[config.mk]
export PLATFORM = sky130hd
export DESIGN_NAME = sobel_run_ctrl
export DESIGN_NICKNAME = d
export VERILOG_FILES = /design/src/rtl/sobel_ctrl_pkg.sv /design/src/rtl/sobel_job_fifo.sv /design/src/rtl/sobel_run_ctrl.sv
export SDC_FILE = /design/constraint.sdc
export NUM_CORES = 1
export LEC_CHECK = 0
export BUFFER_PORTS_ARGS = -buffer_cell sky130_fd_sc_hd__clkbuf_2
export CAP_MARGIN = 20
export CORE_ASPECT_RATIO = 1.25
export CORE_UTILIZATION = 40
export DETAILED_ROUTE_END_ITERATION = 10
export HOLD_SLACK_MARGIN = 0.12
export PLACE_DENSITY = 0.65
export SLEW_MARGIN = 20
export SYNTH_ARGS = -nofsm -noshare
export SYNTH_HDL_FRONTEND = slang
export SYNTH_SLANG_ARGS = --single-unit
[constraint.sdc]
create_clock -name ap_clk -period 8.3 [get_ports ap_clk]
set_clock_uncertainty 0.1 [all_clocks]
set_input_delay 1.66 -clock ap_clk [delete_from_list [all_inputs] [get_ports ap_clk]]
set_output_delay 1.66 -clock ap_clk [all_outputs]
set_load 0.02 [all_outputs]
[src/rtl/sobel_ctrl_pkg.sv]
// Shared types and constants for the sobel job sequencer.
package sobel_ctrl_pkg;

  // Sequencer states; encoding is visible on the fsm_state debug output.
  typedef enum logic [2:0] {
    S_IDLE      = 3'd0,
    S_WAIT_IDLE = 3'd1,
    S_START     = 3'd2,
    S_RUN       = 3'd3,
    S_FLUSH     = 3'd4,
    S_REPORT    = 3'd5
  } state_t;

  // Completion status codes carried in done_status.
  localparam logic [1:0] ST_OK      = 2'b00;
  localparam logic [1:0] ST_TIMEOUT = 2'b01;
  localparam logic [1:0] ST_ABORT   = 2'b10;

  // Number of cycles the core is held in reset when a job is killed.
  localparam int FLUSH_CYC = 2;

endpackage

[src/rtl/sobel_job_fifo.sv]
// Synchronous job FIFO. A push while full is dropped even if a pop happens
// in the same cycle, so "full" depends only on the registered count.
module sobel_job_fifo #(
  parameter int WIDTH = 36,
  parameter int DEPTH = 4
) (
  input  logic             clk,
  input  logic             rst_n,
  input  logic             push,
  input  logic [WIDTH-1:0] push_data,
  input  logic             pop,
  output logic [WIDTH-1:0] pop_data,
  output logic             full,
  output logic             empty
);

  localparam int AW = $clog2(DEPTH);
  localparam int CW = AW + 1;

  logic [WIDTH-1:0] mem [DEPTH];
  logic [AW-1:0]    wr_ptr;
  logic [AW-1:0]    rd_ptr;
  logic [CW-1:0]    count;
  logic             do_push;
  logic             do_pop;

  assign full     = (count == CW'(DEPTH));
  assign empty    = (count == '0);
  assign do_push  = push && !full;
  assign do_pop   = pop && !empty;
  assign pop_data = mem[rd_ptr];

  // Storage write; contents need no reset because count guards every read.
  always_ff @(posedge clk) begin
    if (do_push) mem[wr_ptr] <= push_data;
  end

  // Pointers and occupancy; pointers wrap naturally since DEPTH is a power of two.
  always_ff @(posedge clk or negedge rst_n) begin
    if (!rst_n) begin
      wr_ptr <= '0;
      rd_ptr <= '0;
      count  <= '0;
    end else begin
      if (do_push) wr_ptr <= wr_ptr + 1'b1;
      if (do_pop)  rd_ptr <= rd_ptr + 1'b1;
      case ({do_push, do_pop})
        2'b10:   count <= count + 1'b1;
        2'b01:   count <= count - 1'b1;
        default: count <= count;
      endcase
    end
  end

endmodule

[src/rtl/sobel_run_ctrl.sv]
// Job sequencer for the sobel core: queues jobs, drives the ap_* handshake,
// enforces a run-time watchdog, flushes a hung core and reports each job.
//
// Handshakes: job_valid/job_ready and done_valid/done_ready transfer on a
// clock edge where both are high; a producer holds valid and its payload
// stable until that edge, and valid never waits on ready.
module sobel_run_ctrl
  import sobel_ctrl_pkg::*;
#(
  parameter int ADDR_W  = 18,
  parameter int QDEPTH  = 4,
  parameter int CNT_W   = 20,
  parameter int TIMEOUT = 2**20-1
) (
  input  logic              ap_clk,
  input  logic              ap_rst_n,
  input  logic              job_valid,
  output logic              job_ready,
  input  logic [ADDR_W-1:0] job_in_base,
  input  logic [ADDR_W-1:0] job_out_base,
  input  logic              abort,
  output logic              core_rst,
  output logic              core_ap_start,
  input  logic              core_ap_ready,
  input  logic              core_ap_done,
  input  logic              core_ap_idle,
  output logic [ADDR_W-1:0] core_in_base,
  output logic [ADDR_W-1:0] core_out_base,
  output logic              done_valid,
  input  logic              done_ready,
  output logic [1:0]        done_status,
  output logic [CNT_W-1:0]  done_cycles,
  output logic              busy,
  output logic [15:0]       jobs_ok,
  output logic [2:0]        fsm_state
);

  localparam logic [CNT_W-1:0] TO_LIM  = CNT_W'(TIMEOUT);
  localparam logic [CNT_W-1:0] CNT_MAX = '1;

  state_t              state, state_n;
  logic                pop;
  logic                q_full, q_empty;
  logic [2*ADDR_W-1:0] q_data;
  logic [CNT_W-1:0]    cnt, cnt_n, cnt_inc;
  logic                timeout_hit;
  logic [1:0]          flush_cnt, flush_n;
  logic                rec_load;
  logic [1:0]          rec_status, rec_status_n;
  logic [CNT_W-1:0]    rec_cycles, rec_cycles_n;
  logic                ok_inc;
  logic                ready_en;
  logic                core_rst_q;

  sobel_job_fifo #(
    .WIDTH (2*ADDR_W),
    .DEPTH (QDEPTH)
  ) u_fifo (
    .clk       (ap_clk),
    .rst_n     (ap_rst_n),
    .push      (job_valid && job_ready),
    .push_data ({job_in_base, job_out_base}),
    .pop       (pop),
    .pop_data  (q_data),
    .full      (q_full),
    .empty     (q_empty)
  );

  // The cycle count saturates; the watchdog fires on the cycle it reaches the limit.
  assign cnt_inc     = (cnt == CNT_MAX) ? cnt : cnt + 1'b1;
  assign timeout_hit = (cnt_inc >= TO_LIM);

  // Outputs are decodes of registers only; ready_en keeps job_ready low in reset.
  assign job_ready     = ready_en && !q_full;
  assign core_ap_start = (state == S_START);
  assign done_valid    = (state == S_REPORT);
  assign core_rst      = core_rst_q;
  assign busy          = (state != S_IDLE) || !q_empty;
  assign done_status   = rec_status;
  assign done_cycles   = rec_cycles;
  assign fsm_state     = state;

  // Next-state logic; done beats abort, abort beats the watchdog.
  always_comb begin
    state_n      = state;
    pop          = 1'b0;
    cnt_n        = cnt;
    flush_n      = '0;
    rec_load     = 1'b0;
    rec_status_n = ST_OK;
    rec_cycles_n = cnt_inc;
    ok_inc       = 1'b0;
    case (state)
      S_IDLE: begin
        if (!q_empty) begin
          pop     = 1'b1;
          cnt_n   = '0;
          state_n = core_ap_idle ? S_START : S_WAIT_IDLE;
        end
      end
      S_WAIT_IDLE: begin
        // Time spent waiting is watched but not reported as run cycles.
        cnt_n        = cnt_inc;
        rec_cycles_n = '0;
        if (abort) begin
          state_n      = S_FLUSH;
          rec_load     = 1'b1;
          rec_status_n = ST_ABORT;
        end else if (timeout_hit) begin
          state_n      = S_FLUSH;
          rec_load     = 1'b1;
          rec_status_n = ST_TIMEOUT;
        end else if (core_ap_idle) begin
          state_n = S_START;
          cnt_n   = '0;
        end
      end
      S_START: begin
        cnt_n = cnt_inc;
        if (core_ap_ready && core_ap_done) begin
          state_n  = S_REPORT;
          rec_load = 1'b1;
        end else if (abort) begin
          state_n      = S_FLUSH;
          rec_load     = 1'b1;
          rec_status_n = ST_ABORT;
        end else if (timeout_hit) begin
          state_n      = S_FLUSH;
          rec_load     = 1'b1;
          rec_status_n = ST_TIMEOUT;
        end else if (core_ap_ready) begin
          state_n = S_RUN;
        end
      end
      S_RUN: begin
        cnt_n = cnt_inc;
        if (core_ap_done) begin
          state_n  = S_REPORT;
          rec_load = 1'b1;
        end else if (abort) begin
          state_n      = S_FLUSH;
          rec_load     = 1'b1;
          rec_status_n = ST_ABORT;
        end else if (timeout_hit) begin
          state_n      = S_FLUSH;
          rec_load     = 1'b1;
          rec_status_n = ST_TIMEOUT;
        end
      end
      S_FLUSH: begin
        if (flush_cnt == 2'(FLUSH_CYC - 1)) state_n = S_REPORT;
        else                                flush_n = flush_cnt + 2'd1;
      end
      S_REPORT: begin
        if (done_ready) begin
          state_n = S_IDLE;
          ok_inc  = (rec_status == ST_OK);
        end
      end
      default: state_n = S_IDLE;
    endcase
  end

  // State, counters, completion record and core reset register.
  always_ff @(posedge ap_clk or negedge ap_rst_n) begin
    if (!ap_rst_n) begin
      state      <= S_IDLE;
      cnt        <= '0;
      flush_cnt  <= '0;
      rec_status <= ST_OK;
      rec_cycles <= '0;
      jobs_ok    <= '0;
      ready_en   <= 1'b0;
      core_rst_q <= 1'b1;
    end else begin
      state      <= state_n;
      cnt        <= cnt_n;
      flush_cnt  <= flush_n;
      ready_en   <= 1'b1;
      core_rst_q <= (state_n == S_FLUSH);
      if (rec_load) begin
        rec_status <= rec_status_n;
        rec_cycles <= rec_cycles_n;
      end
      if (ok_inc) jobs_ok <= jobs_ok + 16'd1;
    end
  end

  // Job bases are captured on pop and held until the next pop.
  always_ff @(posedge ap_clk or negedge ap_rst_n) begin
    if (!ap_rst_n) begin
      core_in_base  <= '0;
      core_out_base <= '0;
    end else if (pop) begin
      core_in_base  <= q_data[2*ADDR_W-1:ADDR_W];
      core_out_base <= q_data[ADDR_W-1:0];
    end
  end

endmodule

==> results of run 1 <==
==> final cells by class <==
class | instances | area [µm²]
Timing Repair Buffer | 130 | 666
Fill cell | 2277 | 13700
Tap cell | 340 | 425
Clock buffer | 31 | 711
Clock inverter | 17 | 113
Inverter | 17 | 63.8
Multi-Input combinational cell | 378 | 3310
Sequential cell | 252 | 7030
==> layout by cell type (no fill, tap or decap), types with 11 or more instances in the layout <==
| cell type | n |
|---|---|
| inv_1 | 17 |
| nand2_1 | 35 |
| a21oi_1 | 23 |
| nand3_1 | 11 |
| mux4_2 | 36 |
| mux2_4 | 16 |
| nor2_1 | 40 |
| edfxtp_1 | 144 |
| mux2_2 | 41 |
| clkbuf_16 | 27 |
| o21ai_0 | 23 |
| clkbuf_2 | 124 |
| xnor2_1 | 20 |
| dfrtp_1 | 105 |
| xor2_1 | 13 |
==> layer usage <==
layer / track usage / up-vias / wire length [µm]
li1: - / 2827 / -
met1: 0.197 / 3080 / 8720
met2: 0.292 / 202 / 11100
met3: 0.0407 / 32 / 1470
met4: 0.0429 / 0 / 378
met5: 0 / - / 0
==> path summary, 6_finish.rpt <==
check	endpoint	start	cells past startpoint
worst max-delay path	done_cycles[3]	cnt[0]	10
worst min-delay path	flush_cnt[0]	flush_cnt[0]	1
worst max register to register	done_cycles[3]	cnt[0]	10
worst min register to register	flush_cnt[0]	flush_cnt[0]	1
max in group asynchronous	u_fifo.rd_ptr[1]	ap_rst_n	2
min in group asynchronous	jobs_ok[12]	ap_rst_n	1
==> worst max-delay path, stage by stage, from the launching register on <==
cell	delay (ps)
dfrtp_1	510
ha_1	380
nand4_4	210
nor3_2	350
nand2_1	340
a31oi_1	220
or4b_4	490
or3_4	390
a211o_1	290
buf_4	250
mux2_4	340
==> registers in the layout (all words and copies together) (netlist names) <==
signal,count
cnt,20
ready_en,1
done_cycles,20
u_fifo.count,3
done_status,2
core_out_base,18
u_fifo.rd_ptr,2
u_fifo.wr_ptr,2
fsm_state,3
core_in_base,18
core_rst,1
jobs_ok,16
flush_cnt,2
u_fifo.mem,144
==> per-stage QoR <==
step	utilization	instance area (µm²)	power (W)
floorplan	-	10600	0.00266
global placement	0.442	11500	0.00302
CTS	0.474	12300	0.00417
global route	0.474	12300	0.00434
detailed placement	0.442	11500	0.00304
finish	0.474	12300	0.00411
==> cells by family (layout without fill, tap and decap cells) <==
| family | Yosys count | after routing | synth area share |
|---|---|---|---|
| DFF | 252 | 252 | 0.665 |
| and+or+nand+nor | 160 | 160 | 0.0812 |
| muxes | 98 | 98 | 0.148 |
| AOI/OAI and AO/OA | 78 | 78 | 0.0456 |
| buffers and inverters | 53 | 195 | 0.0228 |
| xor gates and xnor gates | 33 | 33 | 0.0273 |
| adders and majority gates | 8 | 8 | 0.0102 |
| other | 1 | 1 | 0.000355 |
==> power by group <==
part           switching (W)  internal (W)  total [W]
Combinational       0.000668      0.000556    0.00122
Clock               0.000473      0.000639    0.00111
Sequential          0.000205       0.00157    0.00177
Total                0.00135       0.00276    0.00411
==> summary.md, run 1 <==
| Metric | Value |
|---|---|
| Initial antenna violation count | 0 |
| P per Cell Area | roughly 330 nW/µm² |
| Die X | between 100 and 150 µm |
| Fin cells | 1165 |
| Setup Fix Bufs, Post-CTS | 0 |
| Setup crit end kind | flip-flop |
| R2R Setup Slk | approximately 4300 ps |
| Crit path DAT | approximately 4300 ps |
| Ports | 126 |
| Initial Utilization | 0.406 |
| Share of layout cells above drive strength 1 | 0.339 |
| Area grow syn2layout | 16.6% |
| Syn Nets | roughly 740 |
| Final hold vios | 0 |
| Mapped Area | 10600 µm² |
| Synth cell count leaders | 144 x edfxtp_1, 107 x dfrtp_1, 41 x mux2_2 |
| Status | finished clean |
| Main area contributors after synthesis | edfxtp_1 41%, dfrtp_1 25%, mux4_2 7.7% |
| Hold Buf Count CTS | 0 |
| Setup TNS | 0 ps |
| 1st-iter DRT viols | ~340 |
| Register bit total from synthesis | between 200 and 300 |
| Worst Path Max Fanout | 22 |
| Clock slew at the register clock pins of the worst setup and hold paths | roughly 70 ps |
| Num CTS Buffers | 26 |
| Leakage | ~4.9 nW |
| Tcrit/Tclk final | 0.482 |
| Gates resized, CTS repair | 0 |
| Ant. Diodes | 0 |
| Nets | between 800 and 900 |
| CTS tree | built |
| Post-synth EDFFs | 144 |
| RSZ-0062 raised after global routing | no |
| DP HPWL | between 10000 and 15000 µm |
| Synth Instances | between 600 and 700 |
| Post-route setup slack | about 4300 ps |
| Die area | about 27000 µm² |
| Clk sinks | about 250 |
| Overall routing resource usage | 0.164 |
| Routed wire per std cell | 18.6 µm |
| Synth top area share | 0.409 |
| Distinct cells, synth | 66 |
| Final wirelength | between 20000 and 25000 µm |
| Antenna Nets Post-Route | 0 |
| Final setup viols | 0 |
| Most common cell in the netlist | edfxtp_1 |
| Vias in the first global route | around 6.3k |
| Fin Hold WS | approximately 330 ps |
| Post-synth ARST share | 0.429 |
| Primary FF master, synth | edfxtp_1 |
| Die span in y | approximately 180 µm |
| Final Max Slew Viols | 0 |
| Residual DRC | 0 |
| VDD IR max | between 0.2 and 0.25 mV |
| Drt first pass iters | 5 |
| Critical path class | reg -> reg |
| Root Buffer Master | clkbuf_16 |
| Crit path time final | approximately 4000 ps |
| Core area | approximately 26000 µm² |
| CP Data Required Time | about 8600 ps |
| YS warnings | 0 |
| Post-synthesis sequential area ratio | 0.665 |
| Worst-skew pair later-pin latency | ~520 ps |
| GP Congestion | slightly below 0.9 |
| Grt ovf | 0 |
| Vias post-DR | between 6k and 7k |
| Worst setup SP type | flip-flop |
| Max frequency | roughly 250 MHz |
| Placed cell count | ~1.1k |
| Hold Path Class | reg -> reg |
| Max Cap Viol | 0 |
| Slew of the pin with the lowest slew margin | between 1000 and 1500 ps |
| First-pass GRT wire length | 34400 µm |
| Largest net degree at the start of global routing | 65 |
| Port bufs | about 130 |
| Clock Path Buffers | 3 |
| Post-synth top area cell | edfxtp_1 |
| H-tree lvl count | 1 |
| FP Rows | 66 |
| Vias per std cell | between 5 and 6 |
| Rel. slew slack | 0.309 |
| Place WS | between 4000 and 5000 ps |
| Syn Area/Cell | approximately 15 µm² |
Power figures use the tool's default switching activity.
==> inputs of run 2 (changes only) <==
Clock period 8.3 ns to 3.75 ns, I/O delays scaled along.
==> run 2 against run 1 <==
  * Core utilization up 1.1 points
  * Clock power up 140%
  * Sequential share of layout area down 1.3 points
  * Fmax up 11%
  * Combinational power up 130%
  * Final cell count up 2.1%
==> summary.md, run 2 (synthesis gave the netlist of run 1 again) <==
| Metric | Value |
|---|---|
| Status | finished clean |
| Psw | 0.00299 W (+120%) |
| Die area | 27100 µm² (unchanged) |
| Commonest non-fill, non-tap cells in the layout | 144 x edfxtp_1, 124 x clkbuf_2, 104 x dfrtp_1, 41 x mux2_2, 40 x nor2_1 |
| Place WS | 138 ps (-4220 ps) |
| Hold Path Class | in -> reg |
| Vias in the first global route | 6340 (+0.016%) |
| Worst-skew pair later-pin latency | 530 ps (about the same) |
| Post-route setup slack | 133 ps (-4160 ps) |
| Core area | 26000 µm² (unchanged) |
| Initial Utilization | 0.406 (unchanged) |
| FP Rows | 66 (unchanged) |
| Setup Fix Bufs, Post-CTS | 0 (unchanged) |
| Clock Path Buffers | 3 (unchanged) |
| Critical path, cell by cell | ha_1, nand4_4, nor4_2, xor2_1, a32oi_1, or4b_4, or3_4, a211o_1, buf_12, mux2_4 |
| Die X | 147 µm (unchanged) |
| Top reg by flops | u_fifo.mem |
| Pint | 0.00634 W (+130%) |
| Met1 wire length | 8650 µm (-0.75%) |
| Drt first pass iters | 5 (unchanged) |
| Crit path DAT | 3930 ps (-380 ps) |
| Placed cell count | 1139 (+2.0%) |
| Antenna Nets Post-Route | 0 (unchanged) |
| Final wirelength | 21900 µm (+1.1%) |
| Final hold vios | 0 (unchanged) |
| Buf/Inv on CP | 1 (unchanged) |
| Rel. slew slack | 0.306 (-0.00366) |
| Util after Layout | 0.485 (+0.0109) |
| Routed wire per std cell | 18.4 µm (-0.96%) |
| Port bufs | 125 (unchanged) |
| Max Cap Viol | 0 (unchanged) |
| Clk sinks | 252 (unchanged) |
| Critical path class | reg -> reg |
| Delay of the slowest cell on the worst path | 550 ps (+40 ps) |
| CP max stage cell | or4b_4 |
| Grt ovf | 0 (unchanged) |
| Residual DRC | 0 (unchanged) |
| Worst setup SP type | flip-flop |
| Met2 WL | 11300 µm (+1.6%) |
| Share of layout cells above drive strength 1 | 0.356 (+0.0167) |
| Die span in y | 184 µm (unchanged) |
| GP Congestion | 0.912 (+3.7%) |
| Root Buffer Master | clkbuf_16 |
| Final setup viols | 0 (unchanged) |
| P per Cell Area | 741 nW/µm² (+120%) |
| Max FFs per register | 144 (unchanged) |
| Nets | 880 (+2.7%) |
| Fin cells | 1189 (+2.1%) |
| Power share of the clock group | 0.281 (+0.010) |
| H-tree lvl count | 1 (unchanged) |
| Setup TNS | 0 ps (unchanged) |
| Area grow syn2layout | 19.2% |
| Part of the power in combinational logic | 0.305 (+0.007) |
| CTS tree | built |
| 1st-iter DRT viols | 255 (-25%) |
| CP Data Required Time | 4060 ps (-4540 ps) |
| Vias per std cell | 5.22 (-1.0%) |
| Family with the most delay on the worst path | simple AND/OR/NAND/NOR gates |
| Setup crit end kind | flip-flop |
| VDD IR max | 0.483 mV (+130%) |
| Net Sw Frac | 0.321 (-0.00682) |
| # fillers | 2245 (-1.4%) |
| Num CTS Buffers | 26 (unchanged) |
| Vias post-DR | 6203 (+1.0%) |
| DP HPWL | 14300 µm (+6.4%) |
| Max frequency | 277 MHz (+11%) |
| Overall routing resource usage | 0.165 (+0.000930) |
| Ports | 126 (unchanged) |
| Largest net degree at the start of global routing | 39 (-40%) |
| Met3 wire len | 1540 µm (+4.8%) |
| Clock slew at the register clock pins of the worst setup and hold paths | 60 ps (about the same) |
| Highest Signal Layer | met4 |
| First-pass GRT wire length | 34600 µm (+0.48%) |
| Tcrit/Tclk final | 0.964 (+0.482) |
| Final Max Slew Viols | 0 (unchanged) |
| Total power | 0.00934 W (+130%) |
| Initial antenna violation count | 1 (+1) |
| Crit path time final | 3620 ps (-388 ps) |
| Commonest non-fill, non-tap cell in the layout | edfxtp_1 |
| Slew of the pin with the lowest slew margin | 1040 ps (+5.50 ps) |
| Leakage | 5.04 nW (+3.3%) |
| RSZ-0062 raised after global routing | no |
| Sequential share of power | 0.414 (-0.018) |
| Worst Path Max Fanout | 22 (unchanged) |
==> run 2: changes by cell type in the layout (fill, tap and decap cells not counted), moves of 2 or more <==
cell	before	now
clkinvlp_4	4	2
bufinv_16	1	3
clkinv_1	6	0
clkbuf_1	2	9
buf_12	0	4
clkinv_4	0	2
clkinv_2	6	2
buf_4	6	24
==> run 2: power groups by stage <==
stage	clock network, W	registers (W)	logic, W
2_1_floorplan	0	0.00405	0.00184
3_3_place_gp	0	0.00391	0.00286
3_5_place_dp	0	0.00393	0.00291
4_1_cts	0.00270	0.00388	0.00291
5_1_grt	0.00281	0.00394	0.00309
6_report	0.00262	0.00387	0.00285
==> run 2: cell type report <==
cell class / count / area [µm²] / share of cell area
sequential: 252 / 7030 / 0.558
multi-input combinational: 378 / 3310 / 0.263
timing repair buffer: 153 / 891 / 0.0707
clock buffer: 38 / 737 / 0.0585
tap: 340 / 425 / 0.0337
clock inverter: 10 / 141 / 0.0112
inverter: 17 / 63.8 / 0.00506
antenna: 1 / 2.50 / 0.000198
==> run 2: what timing repair did <==
item	CTS	global route
setup endpoints to repair	0	13
hold endpoints to repair	2	0
gates resized for setup	0	1
hold buffers	1	0
==> run 2: worst paths after layout <==
path / slack [ps] / endpoint / cells after the start / startpoint
worst max-delay path: 130 / done_cycles[10] / 10 / cnt[1]
worst min-delay path: 340 / u_fifo.mem[0][4] / 1 / job_out_base[4]
worst max register to register: 130 / done_cycles[10] / 10 / cnt[1]
worst min register to register: 340 / flush_cnt[0] / 1 / flush_cnt[0]
max in group asynchronous: 2260 / core_rst / 3 / ap_rst_n
min in group asynchronous: 660 / jobs_ok[7] / 2 / ap_rst_n
==> run 2: routing by layer <==
metal,vias up,global-route usage
li1,2876,-
met1,3115,0.192
met2,182,0.298
met3,30,0.0419
met4,0,0.0474
met5,-,0
==> run 2: through the flow <==
stage	hold WS (ps)	cell area (µm²)
floorplan	307	10600
global placement	323	11700
detailed placement	338	11700
CTS	308	12600
global route	310	12600
finish	339	12600
